[config.mk]
export PLATFORM = sky130hd
export DESIGN_NAME = sram_1rw_1024x36_ctrl
export DESIGN_NICKNAME = d
export VERILOG_FILES = /design/src/rtl/sram_1rw_1024x36_ctrl.sv
export SDC_FILE = /design/constraint.sdc
export NUM_CORES = 1
export LEC_CHECK = 0
export BUFFER_PORTS_ARGS = -buffer_cell sky130_fd_sc_hd__buf_2
export CORE_ASPECT_RATIO = 0.6
export CORE_MARGIN = 2
export CORE_UTILIZATION = 40
export DETAILED_ROUTE_END_ITERATION = 7
export PLACE_DENSITY = 0.76
export SLEW_MARGIN = 25
export SYNTH_ARGS = -nofsm -noshare
export SYNTH_HDL_FRONTEND = slang
export SYNTH_SLANG_ARGS = --single-unit
[constraint.sdc]
create_clock -name clock -period 2.6 [get_ports clock]
set_input_delay 0.26 -clock clock [delete_from_list [all_inputs] [get_ports clock]]
set_output_delay 0.26 -clock clock [all_outputs]
set_load 0.02 [all_outputs]
[src/rtl/sram_1rw_1024x36_ctrl.sv]
// ----------------------------------------------------------------------------
// sram_1rw_1024x36_ctrl
//
// Initiator-side controller for a single-port 1024x36 SRAM macro. It merges
// independent write and read request streams onto the single RW port with
// round-robin arbitration. Read data comes back from the macro one cycle after
// the read. That data is captured into a small response FIFO. A read is only
// accepted when the FIFO is sure to have room for it, so the FIFO never
// overflows.
//
// Ports
//   clock, reset_n           single clock, asynchronous active-low reset
//   wr_valid/wr_ready        write request handshake (wr_addr, wr_data)
//   rd_valid/rd_ready        read request handshake (rd_addr)
//   rsp_valid/rsp_ready      read response handshake (rsp_data, request order)
//   sram_addr/en/wmode/wdata drive the macro RW0 port (wmode 1 = write)
//   sram_rdata               macro RW0 read data, meaningful one cycle after a read
// ----------------------------------------------------------------------------
module sram_1rw_1024x36_ctrl #(
    parameter int ADDR_W     = 10,
    parameter int DATA_W     = 36,
    parameter int RESP_DEPTH = 2
) (
    input  logic              clock,
    input  logic              reset_n,

    input  logic              wr_valid,
    output logic              wr_ready,
    input  logic [ADDR_W-1:0] wr_addr,
    input  logic [DATA_W-1:0] wr_data,

    input  logic              rd_valid,
    output logic              rd_ready,
    input  logic [ADDR_W-1:0] rd_addr,

    output logic              rsp_valid,
    input  logic              rsp_ready,
    output logic [DATA_W-1:0] rsp_data,

    output logic [ADDR_W-1:0] sram_addr,
    output logic              sram_en,
    output logic              sram_wmode,
    output logic [DATA_W-1:0] sram_wdata,
    input  logic [DATA_W-1:0] sram_rdata
);

    localparam int PTR_W = (RESP_DEPTH > 1) ? $clog2(RESP_DEPTH) : 1;
    localparam int CNT_W = $clog2(RESP_DEPTH + 1);

    // Which side won the most recent fire; used to alternate under contention.
    typedef enum logic {
        GRANT_RD = 1'b0,
        GRANT_WR = 1'b1
    } grant_e;

    grant_e            last_grant;
    grant_e            last_grant_next;
    logic              rd_pending;
    logic [CNT_W-1:0]  count;
    logic [PTR_W-1:0]  wr_ptr;
    logic [PTR_W-1:0]  rd_ptr;
    logic [DATA_W-1:0] fifo_mem [RESP_DEPTH];

    logic              wr_fire;
    logic              rd_fire;
    logic              push;
    logic              pop;
    logic              full;
    logic              rd_ok;
    logic [CNT_W:0]    credit_used;

    function automatic logic [PTR_W-1:0] ptr_inc(input logic [PTR_W-1:0] p);
        return (p == PTR_W'(RESP_DEPTH - 1)) ? '0 : p + 1'b1;
    endfunction

    // ------------------------------------------------------------------
    // Credit: entries held plus the read whose data lands this cycle,
    // minus the entry leaving this cycle. A new read is taken only if
    // that still leaves a free slot for its data two cycles from now.
    // pop implies count >= 1, so the subtraction cannot underflow.
    // ------------------------------------------------------------------
    assign push        = rd_pending;
    assign rsp_valid   = (count != '0);
    assign pop         = rsp_valid & rsp_ready;
    assign full        = (count == CNT_W'(RESP_DEPTH));
    assign credit_used = {1'b0, count} + (CNT_W + 1)'(rd_pending) - (CNT_W + 1)'(pop);
    assign rd_ok       = (credit_used < (CNT_W + 1)'(RESP_DEPTH));

    // ------------------------------------------------------------------
    // Arbitration and grant tracking.
    // ------------------------------------------------------------------
    always_comb begin
        // NOTE: every output of a combinational block gets a default first so
        // no path leaves it unassigned, which would infer a latch.
        wr_ready        = 1'b0;
        rd_ready        = 1'b0;
        last_grant_next = last_grant;

        if (wr_valid && rd_valid) begin
            // Read wins only if it has credit and write won last time.
            if (rd_ok && (last_grant == GRANT_WR)) begin
                rd_ready = 1'b1;
            end else begin
                wr_ready = 1'b1;
            end
        end else if (wr_valid) begin
            wr_ready = 1'b1;
        end else if (rd_valid) begin
            rd_ready = rd_ok;
        end

        if (wr_valid && wr_ready) begin
            last_grant_next = GRANT_WR;
        end else if (rd_valid && rd_ready) begin
            last_grant_next = GRANT_RD;
        end
    end

    assign wr_fire = wr_valid & wr_ready;
    assign rd_fire = rd_valid & rd_ready;

    // ------------------------------------------------------------------
    // Macro port: idle cycles drive zeros so the macro inputs stay quiet.
    // ------------------------------------------------------------------
    assign sram_en    = wr_fire | rd_fire;
    assign sram_wmode = wr_fire;
    assign sram_addr  = wr_fire ? wr_addr : (rd_fire ? rd_addr : '0);
    assign sram_wdata = wr_fire ? wr_data : '0;

    // The head entry is masked when empty, so reset gives rsp_data = 0
    // without needing to clear the storage.
    assign rsp_data = rsp_valid ? fifo_mem[rd_ptr] : '0;

    // ------------------------------------------------------------------
    // Control state.
    // ------------------------------------------------------------------
    always_ff @(posedge clock or negedge reset_n) begin
        if (!reset_n) begin
            last_grant <= GRANT_RD;
            rd_pending <= 1'b0;
            count      <= '0;
            wr_ptr     <= '0;
            rd_ptr     <= '0;
        end else begin
            // NOTE: sequential state uses non-blocking assignments so every
            // register samples values from before this edge, whatever the
            // statement order.
            last_grant <= last_grant_next;
            rd_pending <= rd_fire;

            if (push) begin
                wr_ptr <= ptr_inc(wr_ptr);
            end
            if (pop) begin
                rd_ptr <= ptr_inc(rd_ptr);
            end

            case ({push, pop})
                2'b10:   count <= count + 1'b1;
                2'b01:   count <= count - 1'b1;
                default: count <= count;
            endcase
        end
    end

    // NOTE: the FIFO storage is deliberately left out of reset; count and
    // the pointers decide what is valid, and the read side masks stale words.
    always_ff @(posedge clock) begin
        if (push) begin
            fifo_mem[wr_ptr] <= sram_rdata;
        end
    end

    // The credit check above guarantees a full FIFO is never pushed
    // without a simultaneous pop.
    no_overflow: assert property (@(posedge clock) disable iff (!reset_n)
                                  !(push && full && !pop));

endmodule

# --- After elaboration in Yosys (flattened, before gate mapping) ---
# Memory sizes are Yosys's and may differ from the RTL's.
# Cells that the tools add are included.
op_classes:
  n_mul: 0
  bitwise: 4
  shifts: 0
  reduce_logical: 7
  mux: 18
  n_eq_ne: 2
  add_sub_neg: 6
  n_lt_le_gt_ge: 1
  div: 0
op_table:
  columns: ["cell", "n"]
  rows:
  - ["two-way mux 36 bit", 2]
  - ["two-way mux 10 bit", 2]
  - ["two-way mux 1 bit", 13]
  - ["nonzero test 2 bit", 3]
  - ["logical AND 1 bit", 4]
  - ["case mux 2 bit (2 select lines)", 1]
  - ["adder 2 x 1 -> 3 bit", 1]
  - ["bitwise AND 1 bit", 3]
  - ["less-than comparator 3 x 2 -> 1 bit, second input constant", 1]
  - ["subtractor 3 x 1 -> 3 bit", 1]
  - ["adder 1 bit, second input constant", 2]
  - ["adder 2 x 1 -> 2 bit, second input constant", 1]
  - ["equality test 2 x 1 -> 1 bit, second input constant", 1]
  - ["equality test 2 bit, second input constant", 1]
  - ["subtractor 2 x 1 -> 2 bit, second input constant", 1]
  - ["bitwise OR 1 bit", 1]
word_totals:
  mem_count: 1
  inputBits: 97
  mem_bits_ro: 0
  reg_bits: 6
  word_cells: 44
  latch_bits: 0
  ramBits: 72
  out_inout_bits: 87
mem_list:
  columns: ["memory", "words", "word_bits", "read_ports", "rd_ports_with_merged_regs", "wr", "line_no", "text"]
  rows:
  - ["fifo_mem", 2, 36, 1, 0, 1, "62", "logic [DATA_W-1:0] fifo_mem [RESP_DEPTH];"]

# --- Depth between registers and ports, before layout ---
logic_depth:
  ltp_word: 10
  ltp_mapped: 11
  depth_no_buf: 8

# --- Worst setup path after synthesis ---
# No wires, ideal clock.
synth_timing:
  path_type: "register to output"
  from: "reg count[1]"
  to: "out sram_wdata[26]"
  stages_incl_launch_ff: 12
  slack_ns: -0.160
  arrival_ns: 2.500
  n_path_buf: 3
  required_ns: 2.340
  path_cell_list: "dfrtp_1 -> buf_6 -> nor2_2 -> inv_1 -> nand2_1 -> nor2_1 -> fa_1 -> xor2_2 -> o21a_2 -> buf_6 -> buf_6 -> and2_1"
synth_between:
  elab_chain_len: 9
  elab_cells_between_ends: 10
synth_lines:
  columns: ["item", "line_no", "text"]
  rows:
  - ["start, declared", "59", "logic [CNT_W-1:0] count;"]
  - ["start signal, assigned", "159", "2'b10: count <= count + 1'b1;"]
  - ["start signal, assigned", "160", "2'b01: count <= count - 1'b1;"]
  - ["start signal, assigned", "161", "default: count <= count;"]
  - ["nonzero test 2 bit", "83", "assign rsp_valid = (count != '0);"]
  - ["via rsp_valid", "36", "output logic rsp_valid,"]
  - ["bitwise AND 1 bit", "84", "assign pop = rsp_valid & rsp_ready;"]
  - ["subtractor 3 x 1 -> 3 bit", "86", "assign credit_used = {1'b0, count} + (CNT_W + 1)'(rd_pending) - (CNT_W + 1)'(pop);"]
  - ["less-than comparator 3 x 2 -> 1 bit", "87", "assign rd_ok = (credit_used < (CNT_W + 1)'(RESP_DEPTH));"]
  - ["logical AND 1 bit", "101", "if (rd_ok && (last_grant == GRANT_WR)) begin"]
  - ["two-way mux 1 bit", "101", null]
  - ["two-way mux 1 bit", "99", "if (wr_valid && rd_valid) begin"]
  - ["bitwise AND 1 bit", "119", "assign wr_fire = wr_valid & wr_ready;"]
  - ["via sram_wmode", "42", "output logic sram_wmode,"]
  - ["two-way mux 36 bit", "128", "assign sram_wdata = wr_fire ? wr_data : '0;"]
  - ["end, declared", "43", "output logic [DATA_W-1:0] sram_wdata,"]
# The timed path passes the listed nets, and every way through them passes these cells.

# --- Worst setup path after layout ---
layout_timing:
  from: "reg count[0]"
  to: "out sram_addr[4]"
layout_between:
  elab_chain_len: 10
  elab_cells_between_ends: 16
layout_lines:
  columns: ["item", "line_no", "text"]
  rows:
  - ["parallel branches: the longest is 2 deep, another holds adder 2 x 1 -> 3 bit", null, null]
  - ["subtractor 3 x 1 -> 3 bit *", "86", null]
  - ["less-than comparator 3 x 2 -> 1 bit *", "87", null]
  - ["two-way mux 1 bit or logical AND 1 bit (tied branches)", "108, 101", null]
  - ["two-way mux 1 bit, on equally long branches", "106, 101", null]
  - ["two-way mux 1 bit", "99", null]
  - ["bitwise AND 1 bit", "120", "assign rd_fire = rd_valid & rd_ready;"]
  - ["two-way mux 10 bit", "127", "assign sram_addr = wr_fire ? wr_addr : (rd_fire ? rd_addr : '0);"]
  - ["two-way mux 10 bit *", "127", null]
  - ["end, declared", "40", "output logic [ADDR_W-1:0] sram_addr,"]
# Every way passes the cells marked *.

==> flow_summary.toml <==
[clock_network]
cts-buffers-inserted = 9
cts_tree = "built"
max-clock-path-buffers = 2
cts_root_buffer = "clkbuf_16"
h-tree-depth = 3
clk_pin_slew_ps = 60
cts.sinks = 78
clk_latency_ps = 330

[yosys]
synthArstFlopShare = 0.0769
synth.avg_cell_area_sq_um = 14.2
ys_ff_latch = 78
syn_area_sq_mm = 0.00343
synth_edf_count = 72
synth_nets = 339
yosysSeqAreaShare = 0.674
synthCells = 241
ys_types = 26
yosys_warnings = 0
synthFlopType = "edfxtp_1"

[placed_design]
place.gp.congestion = 0.734
dpl.hpwl_mm = 6.19
placed_area_sq_mm = 0.00451
port_buffers = 183

[setup_path]
cp-end-kind = "output port"
worstPathMaxFanout = 6
crit_arrival_ps = 2500
crit_path_start_kind = "flop"
crit_type = "flop to output port"
critical_path_required_ps = 2340

[timing]
worst_clock_skew_ps = 3.42
worst_slack_ps = -162
fmax_mhz = 362
fin_crit_sh = 1.06
slew_viol_final = 0
rsz0062_at_grt = "yes"
relSlewSlack = 0.660
setup_violations = 46
worst_slew_pin_slew_ps = 509
tns_ps = -5130
finalHoldViolCount = 0
fin_crit_ps = 2760

[routing]
routed_via_density = 4.74
vias = 2636
firstDrtPassIters = 4
wl_per_cell_microns = 16.4
antenna_left = 0
routed_wirelength_mm = 9.12
drt-initial-drc-count = 159
drc = 0

[floorplanning]
core_sq_mm = 0.00843
die_height_microns = 75.7
num_io_pins = 184
die_w_microns = 124
initial_core_util = 0.407
row_count = 26
dieArea_sq_mm = 0.00936

[min_path]
min_path_type = "primary input to flop"

[finish]
layout-drive-gt1-share = 0.545
nFillCells = 665
area_delta_synth_final_pct = 50.0
nets = 537
layout_commonest_cell = "buf_2"
stdcell_area_sq_mm = 0.00514
layout_common_cells = "buf_2 (157), edfxtp_1 (72), mux2i_1 (37), nor2_1 (37), buf_6 (26)"
diodes = 0

[grt]
grt_max_degree = 37
grt_usage = 0.179
grt_first_pass_wirelength_mm = 12.0
antenna_found_initial = 0
grt_pass1_vias = 2262
grt.overflow.total = 0

[power_and_ir_drop]
p_leak_nw = 2.35
powerDensity_mw_per_mm2 = 1120
max-vdd-ir-drop_mv = 0.593

[run_status]
violations = "setup timing"
outcome = "finished with violations"

[job]
maxCapViolations = 0
[flip-flops by register name, summed over array words and instances (netlist names)]
signal      flops
wr_ptr          1
rd_ptr          1
fifo_mem       72
count           2
push            1
last_grant      1
[layout make-up]
cell class                      instances  area (sq um)  area share
Sequential cell                        78          2310       0.450
Clock buffer                           10           229      0.0445
Multi-Input combinational cell        147          1100       0.214
Timing Repair Buffer                  202          1320       0.256
Inverter                                1          3.75    0.000730
Tap cell                              112           140      0.0272
Clock inverter                          6          37.5     0.00730
[power by group]
group          switching (mW)  internal (mW)  leakage, nW
registers               0.124           1.69        0.732
clock network           0.475          0.642        0.126
logic                    1.63           1.20         1.50
[cell usage after synthesis (2+ instances only)]
| master | instances | area, sq um |
|---|---|---|
| edfxtp_1 | 72 | 2160 |
| nor2_1 | 38 | 143 |
| and2_1 | 37 | 231 |
| mux2i_1 | 37 | 370 |
| a22o_1 | 10 | 87.6 |
| dfrtp_1 | 6 | 150 |
| buf_2 | 5 | 25.0 |
| buf_6 | 5 | 56.3 |
| clkbuf_1 | 4 | 15.0 |
| nand2_1 | 4 | 15.0 |
| nor2b_1 | 4 | 25.0 |
| a21oi_1 | 2 | 10.0 |
| nor3_1 | 2 | 10.0 |
| xnor2_1 | 2 | 17.5 |
| xor2_1 | 2 | 17.5 |
[path summary, 6_finish.rpt]
kind,start,endpoint,slack [ps],cells past startpoint
max,count[0],sram_addr[4],-160,10
min,sram_rdata[13],fifo_mem[1][13],110,1
max reg2reg,count[0],push,750,8
min reg2reg,wr_ptr,wr_ptr,550,1
max in group asynchronous,reset_n,count[0],2140,2
min in group asynchronous,reset_n,last_grant,290,2
[cells by family (layout without fill, tap and decap cells)]
kind of cell | count (synthesis) | in the layout | share of synthesized area
buffers and inverters | 16 | 219 | 0.0306
xor gates and xnor gates | 5 | 5 | 0.0150
AOI/OAI and AO/OA | 16 | 16 | 0.0379
DFF | 78 | 78 | 0.674
muxes | 37 | 37 | 0.108
adders and majority gates | 1 | 1 | 0.00584
and+or+nand+nor | 88 | 88 | 0.129
[routing by layer]
layer / GRT usage / vias to the layer above / wire length (microns)
met1: 0.268 / 1245 / 4150
met3: 0.0704 / 12 / 795
met4: 0.0581 / 0 / 113
met2: 0.234 / 123 / 4060
li1: - / 1256 / -
met5: 0 / - / 0
[repair_timing]
action | 4_1_cts | 5_1_grt
hold buffers | 1 | 0
setup endpoints to repair | 47 | 47
cloned | 1 | 2
resized for setup | 13 | 63
buffers inserted | 2 | 3
pin swaps | 4 | 16
endpoints found under the hold margin | 6 | 0
[critical path, stage by stage (launching register included)]
cell and delay [ps]:
dfrtp_2 420, nor2_4 120, inv_2 60, nand2_4 70, nor2_4 40, fa_2 560, nand3_2 100, o21a_4 270
clkbuf_16 180, a22o_1 220, buf_6 130
[stage by stage]
stage	setup WS (ps)	util	instances	hold slack (ps)	total power, mW
final	-162	0.611	556	111	5.76
after global routing	-250	0.611	556	98.7	6.08
after CTS	-173	0.579	551	95.5	5.53
after detailed placement	80.6	0.536	531	103	4.28
after global placement	186	0.536	531	97.0	4.23
after floorplan	10.0	-	241	-35.6	3.45
Note: power is estimated with default switching activity, not from simulation.
